[src/rtl/sdram_arb_pkg.sv]
// sdram_arb_pkg
//   Shared definitions for the SDRAM request arbiter in front of sdrc_core's
//   app_* port: FSM state encoding, request-length width and the default
//   burst / guard / fairness settings.
package sdram_arb_pkg;

    typedef enum logic [2:0] {
        ST_IDLE    = 3'd0,
        ST_RD_REQ  = 3'd1,
        ST_RD_DATA = 3'd2,
        ST_GUARD   = 3'd3,
        ST_WR_REQ  = 3'd4,
        ST_WR_DATA = 3'd5
    } arb_state_t;

    localparam int LEN_W          = 9;
    localparam int RD_LEN_DEF     = 8;
    localparam int GUARD_CYC_DEF  = 2;
    localparam int MAX_RD_RUN_DEF = 4;

    // Counter width that can hold the value n itself (at least 1 bit).
    function automatic int cnt_w(input int n);
        return (n < 1) ? 1 : $clog2(n + 1);
    endfunction

endpackage

[src/rtl/sdram_req_arbiter.sv]
// sdram_req_arbiter
//   One arbitration stage in front of sdrc_core's app_* port. Merges video
//   refresh burst reads and single-word FTDI writes into one request stream,
//   follows each read burst to its last beat and holds off writes for a
//   bus-turnaround guard afterwards. Reads have priority, but after
//   MAX_RD_RUN consecutive read grants with a write waiting, the write wins.
//
// Ports
//   clk, reset_n                       memory clock (w_mem_clk), sync active-low reset
//   rd_req_i, rd_addr_i, rd_ack_o      video read request / burst address / accept pulse
//   wr_req_i, wr_addr_i, wr_data_i     FTDI write request / address / data
//   wr_ack_o                           write word consumed pulse
//   app_req_o, app_req_addr_o,
//   app_req_len_o, app_req_wr_n_o,
//   app_wr_data_o                      request towards sdrc_core
//   app_req_ack_i, app_wr_next_i,
//   app_rd_valid_i, app_last_rd_i      handshakes from sdrc_core
//   busy_o                             arbiter not idle
//
// state      | meaning
// -----------+-----------------------------------------------------------
// ST_IDLE    | no transaction, arbitrate between read and write requests
// ST_RD_REQ  | read burst request presented, waiting for app_req_ack_i
// ST_RD_DATA | burst accepted, counting beats until last / RD_LEN
// ST_GUARD   | bus turnaround, GUARD_CYC cycles, beats ignored
// ST_WR_REQ  | single-word write request presented, waiting for ack
// ST_WR_DATA | write accepted, waiting for app_wr_next_i
module sdram_req_arbiter
    import sdram_arb_pkg::*;
#(
    parameter int AW         = 25,
    parameter int DW         = 16,
    parameter int RD_LEN     = RD_LEN_DEF,
    parameter int GUARD_CYC  = GUARD_CYC_DEF,
    parameter int MAX_RD_RUN = MAX_RD_RUN_DEF
) (
    input  logic             clk,
    input  logic             reset_n,

    input  logic             rd_req_i,
    input  logic [AW-1:0]    rd_addr_i,
    output logic             rd_ack_o,

    input  logic             wr_req_i,
    input  logic [AW-1:0]    wr_addr_i,
    input  logic [DW-1:0]    wr_data_i,
    output logic             wr_ack_o,

    output logic             app_req_o,
    output logic [AW-1:0]    app_req_addr_o,
    output logic [LEN_W-1:0] app_req_len_o,
    output logic             app_req_wr_n_o,
    output logic [DW-1:0]    app_wr_data_o,
    input  logic             app_req_ack_i,
    input  logic             app_wr_next_i,
    input  logic             app_rd_valid_i,
    input  logic             app_last_rd_i,

    output logic             busy_o
);

    localparam int BEAT_W  = cnt_w(RD_LEN);
    localparam int GUARD_W = cnt_w(GUARD_CYC);
    localparam int RUN_W   = cnt_w(MAX_RD_RUN);

    localparam logic [BEAT_W-1:0]  BEAT_LAST  = BEAT_W'(RD_LEN);
    localparam logic [GUARD_W-1:0] GUARD_LOAD = GUARD_W'(GUARD_CYC);
    localparam logic [RUN_W-1:0]   RUN_MAX    = RUN_W'(MAX_RD_RUN);

    arb_state_t         state;
    logic [BEAT_W-1:0]  beat_cnt;
    logic [GUARD_W-1:0] guard_cnt;
    logic [RUN_W-1:0]   run_cnt;

    logic               write_wins;
    logic               burst_done;

    // A waiting write only overtakes reads once the read run has saturated.
    assign write_wins = wr_req_i && (run_cnt == RUN_MAX);

    assign burst_done = app_last_rd_i ||
                        (app_rd_valid_i && ((beat_cnt + BEAT_W'(1)) == BEAT_LAST));

    // Acks are combinational so the requester sees them in the handshake cycle;
    // gating with reset_n keeps them quiet while reset is being applied.
    assign rd_ack_o = reset_n && (state == ST_RD_REQ) && app_req_ack_i;
    assign wr_ack_o = reset_n && app_wr_next_i &&
                      (((state == ST_WR_REQ) && app_req_ack_i) || (state == ST_WR_DATA));

    assign busy_o = (state != ST_IDLE);

    always_ff @(posedge clk) begin
        if (!reset_n) begin
            state          <= ST_IDLE;
            app_req_o      <= 1'b0;
            app_req_addr_o <= '0;
            app_req_len_o  <= '0;
            app_req_wr_n_o <= 1'b1;
            app_wr_data_o  <= '0;
            beat_cnt       <= '0;
            guard_cnt      <= '0;
            run_cnt        <= '0;
        end else begin
            case (state)
                ST_IDLE: begin
                    if (!wr_req_i) begin
                        run_cnt <= '0;
                    end
                    if (rd_req_i && !write_wins) begin
                        state          <= ST_RD_REQ;
                        app_req_o      <= 1'b1;
                        app_req_addr_o <= rd_addr_i;
                        app_req_len_o  <= LEN_W'(RD_LEN);
                        app_req_wr_n_o <= 1'b1;
                    end else if (wr_req_i) begin
                        state          <= ST_WR_REQ;
                        app_req_o      <= 1'b1;
                        app_req_addr_o <= wr_addr_i;
                        app_req_len_o  <= LEN_W'(1);
                        app_req_wr_n_o <= 1'b0;
                        app_wr_data_o  <= wr_data_i;
                        run_cnt        <= '0;
                    end
                end

                ST_RD_REQ: begin
                    if (app_req_ack_i) begin
                        state     <= ST_RD_DATA;
                        app_req_o <= 1'b0;
                        beat_cnt  <= '0;
                        if (!wr_req_i) begin
                            run_cnt <= '0;
                        end else if (run_cnt != RUN_MAX) begin
                            run_cnt <= run_cnt + RUN_W'(1);
                        end
                    end
                end

                ST_RD_DATA: begin
                    if (app_rd_valid_i) begin
                        beat_cnt <= beat_cnt + BEAT_W'(1);
                    end
                    if (burst_done) begin
                        if (GUARD_CYC == 0) begin
                            state <= ST_IDLE;
                        end else begin
                            state     <= ST_GUARD;
                            guard_cnt <= GUARD_LOAD;
                        end
                    end
                end

                // Stays here for exactly GUARD_CYC cycles.
                ST_GUARD: begin
                    if (guard_cnt <= GUARD_W'(1)) begin
                        guard_cnt <= '0;
                        state     <= ST_IDLE;
                    end else begin
                        guard_cnt <= guard_cnt - GUARD_W'(1);
                    end
                end

                ST_WR_REQ: begin
                    if (app_req_ack_i) begin
                        app_req_o <= 1'b0;
                        state     <= app_wr_next_i ? ST_IDLE : ST_WR_DATA;
                    end
                end

                ST_WR_DATA: begin
                    if (app_wr_next_i) begin
                        state <= ST_IDLE;
                    end
                end

                default: begin
                    state     <= ST_IDLE;
                    app_req_o <= 1'b0;
                end
            endcase
        end
    end

endmodule
[config.mk]
export PLATFORM = sky130hd
export DESIGN_NAME = sdram_req_arbiter
export DESIGN_NICKNAME = d
export VERILOG_FILES = /design/src/rtl/sdram_arb_pkg.sv /design/src/rtl/sdram_req_arbiter.sv
export SDC_FILE = /design/constraint.sdc
export NUM_CORES = 1
export LEC_CHECK = 0
export ABC_AREA = 1
export CORE_MARGIN = 2
export CORE_UTILIZATION = 43
export CTS_CLUSTER_DIAMETER = 50
export DETAILED_ROUTE_END_ITERATION = 7
export PLACE_DENSITY = 0.95
export SETUP_SLACK_MARGIN = 0.5
export SYNTH_ARGS = -nofsm -noshare
export SYNTH_HDL_FRONTEND = slang
export SYNTH_SLANG_ARGS = --single-unit
[constraint.sdc]
create_clock -name clk -period 4.2 [get_ports clk]
set_input_delay 0.42 -clock clk [delete_from_list [all_inputs] [get_ports clk]]
set_output_delay 0.42 -clock clk [all_outputs]
set_load 0.03 [all_outputs]
==> results.md <==
- Outcome: completed
- Pwr dens: between 600 and 700 nW/µm²
- Initial core utilization: 44.1%
- Most common cell after layout, fill and taps aside: clkdlybuf4s50_1
- HP Class: reg -> reg
- Share of cells above drive strength 1: ~6.5%
- LEAKAGE: 0.00169 µW
- Setup Skew: 0.00599 ns
- CTS Root Buffer Type: clkbuf_8
- Most frequent cells in the layout: clkdlybuf4s50_1 (121), nand2_1 (100), dfxtp_1 (57), nor2_1 (42), o21ai_0 (28)
- Die ar.: 6670 µm²
- Top cell type's share of synthesized area: a little over two fifths
- Antenna violations before repair: 0
- TritonRoute pass-1 iters: 4
- CP max-delay cell: clkdlybuf4s50_1
- Layout fillers: around 480
- CP peak stage delay: slightly below 0.7 ns
- Crit path kind: in -> out
- Distinct cells, synth: 23
- Worst relative slew slack: approximately half
- Max-cap violations: 0
- CTS Hold Bufs: 0
- CTS clk-pin slew, worst paths: about 0.060 ns
- Seq cells post-synth: between 50 and 60
- RSZ-0062 raised after global routing: false
- Slew Limit Fails: 0
- Mean Syn Cell Area: a little over 7 µm²
- Post-layout nets: ~560
- Via density: about 5.1
- Worst path required time: approximately 3.8 ns
- IR drop worst, VDD: between 0.3 and 0.4 mV
- Post-synthesis sequential area ratio: 44.0%
- DR vias: approximately 2900
- Remaining global-route overflow: 0
- Crit path DAT: around 2.2 ns
- GR Util All Layers: 23.2%
- Core Area: approximately 5900 µm²
- Synth top area cells: dfxtp_1 (44%), nand2_1 (14%), nor2_1 (6.1%)
- CP Max Fanout: 34
- Highest Clock Rate: about 0.38 GHz
- Synth Warn #: 0
- CTS Buf Count: 9
- DIE WIDTH: 81.7 µm
- Area grow syn2layout: 55.3%
- CP Capture Type: output port
- HPWL after DPL: 5480 µm
- Post-synthesis cell area: 2590 µm²
- Maximum clock path buffer count: 2
- Crit path time final: between 2 and 3 ns
- FF-to-FF path depth: 9
- Final ANT Viol Nets: 0
- Critical path launch point type: primary input
- Die Ht: ~82 µm
- Fin Hold WS: around 0.46 ns
- CTS sink cnt: 57
- Top-Level Pins: about 130
- Setup TNS Final: 0 ns
- CTS tree: built
- Slew @ Worst Pin: ~0.74 ns
- Vias in the first global route: roughly 2700
- Cell mode on critical path: clkdlybuf4s50_1
- Hold Path Depth: 2
- Setup violators final: 0
- Final hold vios: 0
- Diode count: 0
- Initial drt markers: about 110
- PostCTS Resize Cnt: 0
- Port Buffers: around 120
- H-tree depth: 3
- Cell taking the most area after synthesis: dfxtp_1
- Latest clock arrival within the worst-skew pair: between 0.3 and 0.4 ns
- Fin crit share: between 60% and 70%
- Largest net degree at the start of global routing: 35
- WL final: 7480 µm
- Setup Fix Bufs, Post-CTS: 0
- Gpl congestion: 0.784
- First-pass GRT wire length: ~12000 µm
- Synthesized instance count: roughly 370
- Remaining DRCs: 0
- Crit-path cells: clkdlybuf4s50_1 -> buf_4 -> clkinv_1 -> nor3_1 -> clkdlybuf4s50_1
- FP Rows: 28
- Routed len/inst: approximately 13 µm
-- critical path, delay by kind of cell --
family / cells / cell delay (ns)
buffers and inverters: 4 / 1.59
AND/OR/NAND/NOR: 1 / 0.19
-- per-stage QoR --
step	power [µW]	setup WS, ns	cell area, µm²	instances	utilization [%]
2_1_floorplan	1650	2.51	2620	372	-
4_1_cts	2700	1.57	4030	564	68.4
3_3_place_gp	2080	1.60	3800	548	64.5
5_1_grt	2860	1.48	4030	564	68.4
6_report	2690	1.57	4030	564	68.4
3_5_place_dp	2120	1.37	3800	548	64.5
-- cells in the mapped netlist, drive strengths merged --
cell / count
conb: 1
nor2: 46
clkinv: 1
nor3: 1
buf: 17
nand2: 104
a31oi: 17
o21ai: 28
nand4: 2
o21a: 1
ha: 4
o211ai: 8
inv: 30
dfxtp: 57
clkbuf: 5
nand3: 27
a21oi: 17
-- path summary, 6_finish.rpt --
| kind | start | to | slack (ns) |
|---|---|---|---|
| min reg2reg | app_req_wr_n_o | app_req_wr_n_o | 0.46 |
| max | reset_n | rd_ack_o | 1.57 |
| min | app_req_wr_n_o | app_req_wr_n_o | 0.46 |
| max reg2reg | run_cnt[0] | app_wr_data_o[9] | 1.83 |
-- layout make-up --
cell class | instances | area [µm²] | share of cell area, %
clock buffer | 11 | 151 | 3.76
clock inverter | 5 | 77.6 | 1.93
inverter | 31 | 116 | 2.89
multi-input combinational | 262 | 1220 | 30.3
sequential | 57 | 1140 | 28.3
tap | 75 | 93.8 | 2.33
timing repair buffer | 123 | 1230 | 30.4
-- layer usage --
| layer | share of wire, % | wire length, µm | global-route usage [%] | vias up |
|---|---|---|---|---|
| met5 | 0 | 0 | 0 | - |
| met4 | 2.1 | 156 | 11.5 | 0 |
| met3 | 5.3 | 398 | 4.95 | 18 |
| met2 | 52 | 3880 | 39.9 | 97 |
| met1 | 41 | 3050 | 27.2 | 1317 |
| li1 | - | - | - | 1419 |
-- registers in the layout (all words and copies together), names as in the netlist --
| register | cells |
|---|---|
| app_req_addr_o | 25 |
| app_wr_data_o | 16 |
| beat_cnt | 4 |
| run_cnt | 3 |
| state | 3 |
| app_req_len_o | 2 |
| guard_cnt | 2 |
| app_req_o | 1 |
| app_req_wr_n_o | 1 |
-- power breakdown --
part | switching [µW] | total (µW) | internal [µW]
clock network | 215 | 579 | 364
registers | 118 | 832 | 714
logic | 797 | 1280 | 482
total | 1130 | 2690 | 1560
-- cells by family (layout without fill, tap and decap cells) --
kind of cell    count (synthesis)  count (layout)  share of synthesized area [%]
simple gates                  180             180                           28.8
compound gates                 71              71                           15.4
flops                          57              57                           44.0
buf+inv                        53             170                           9.79
fa+ha+maj                       4               4                           1.93
other cells                     1               7                          0.145
No activity file was read; power rests on OpenSTA's default activity.
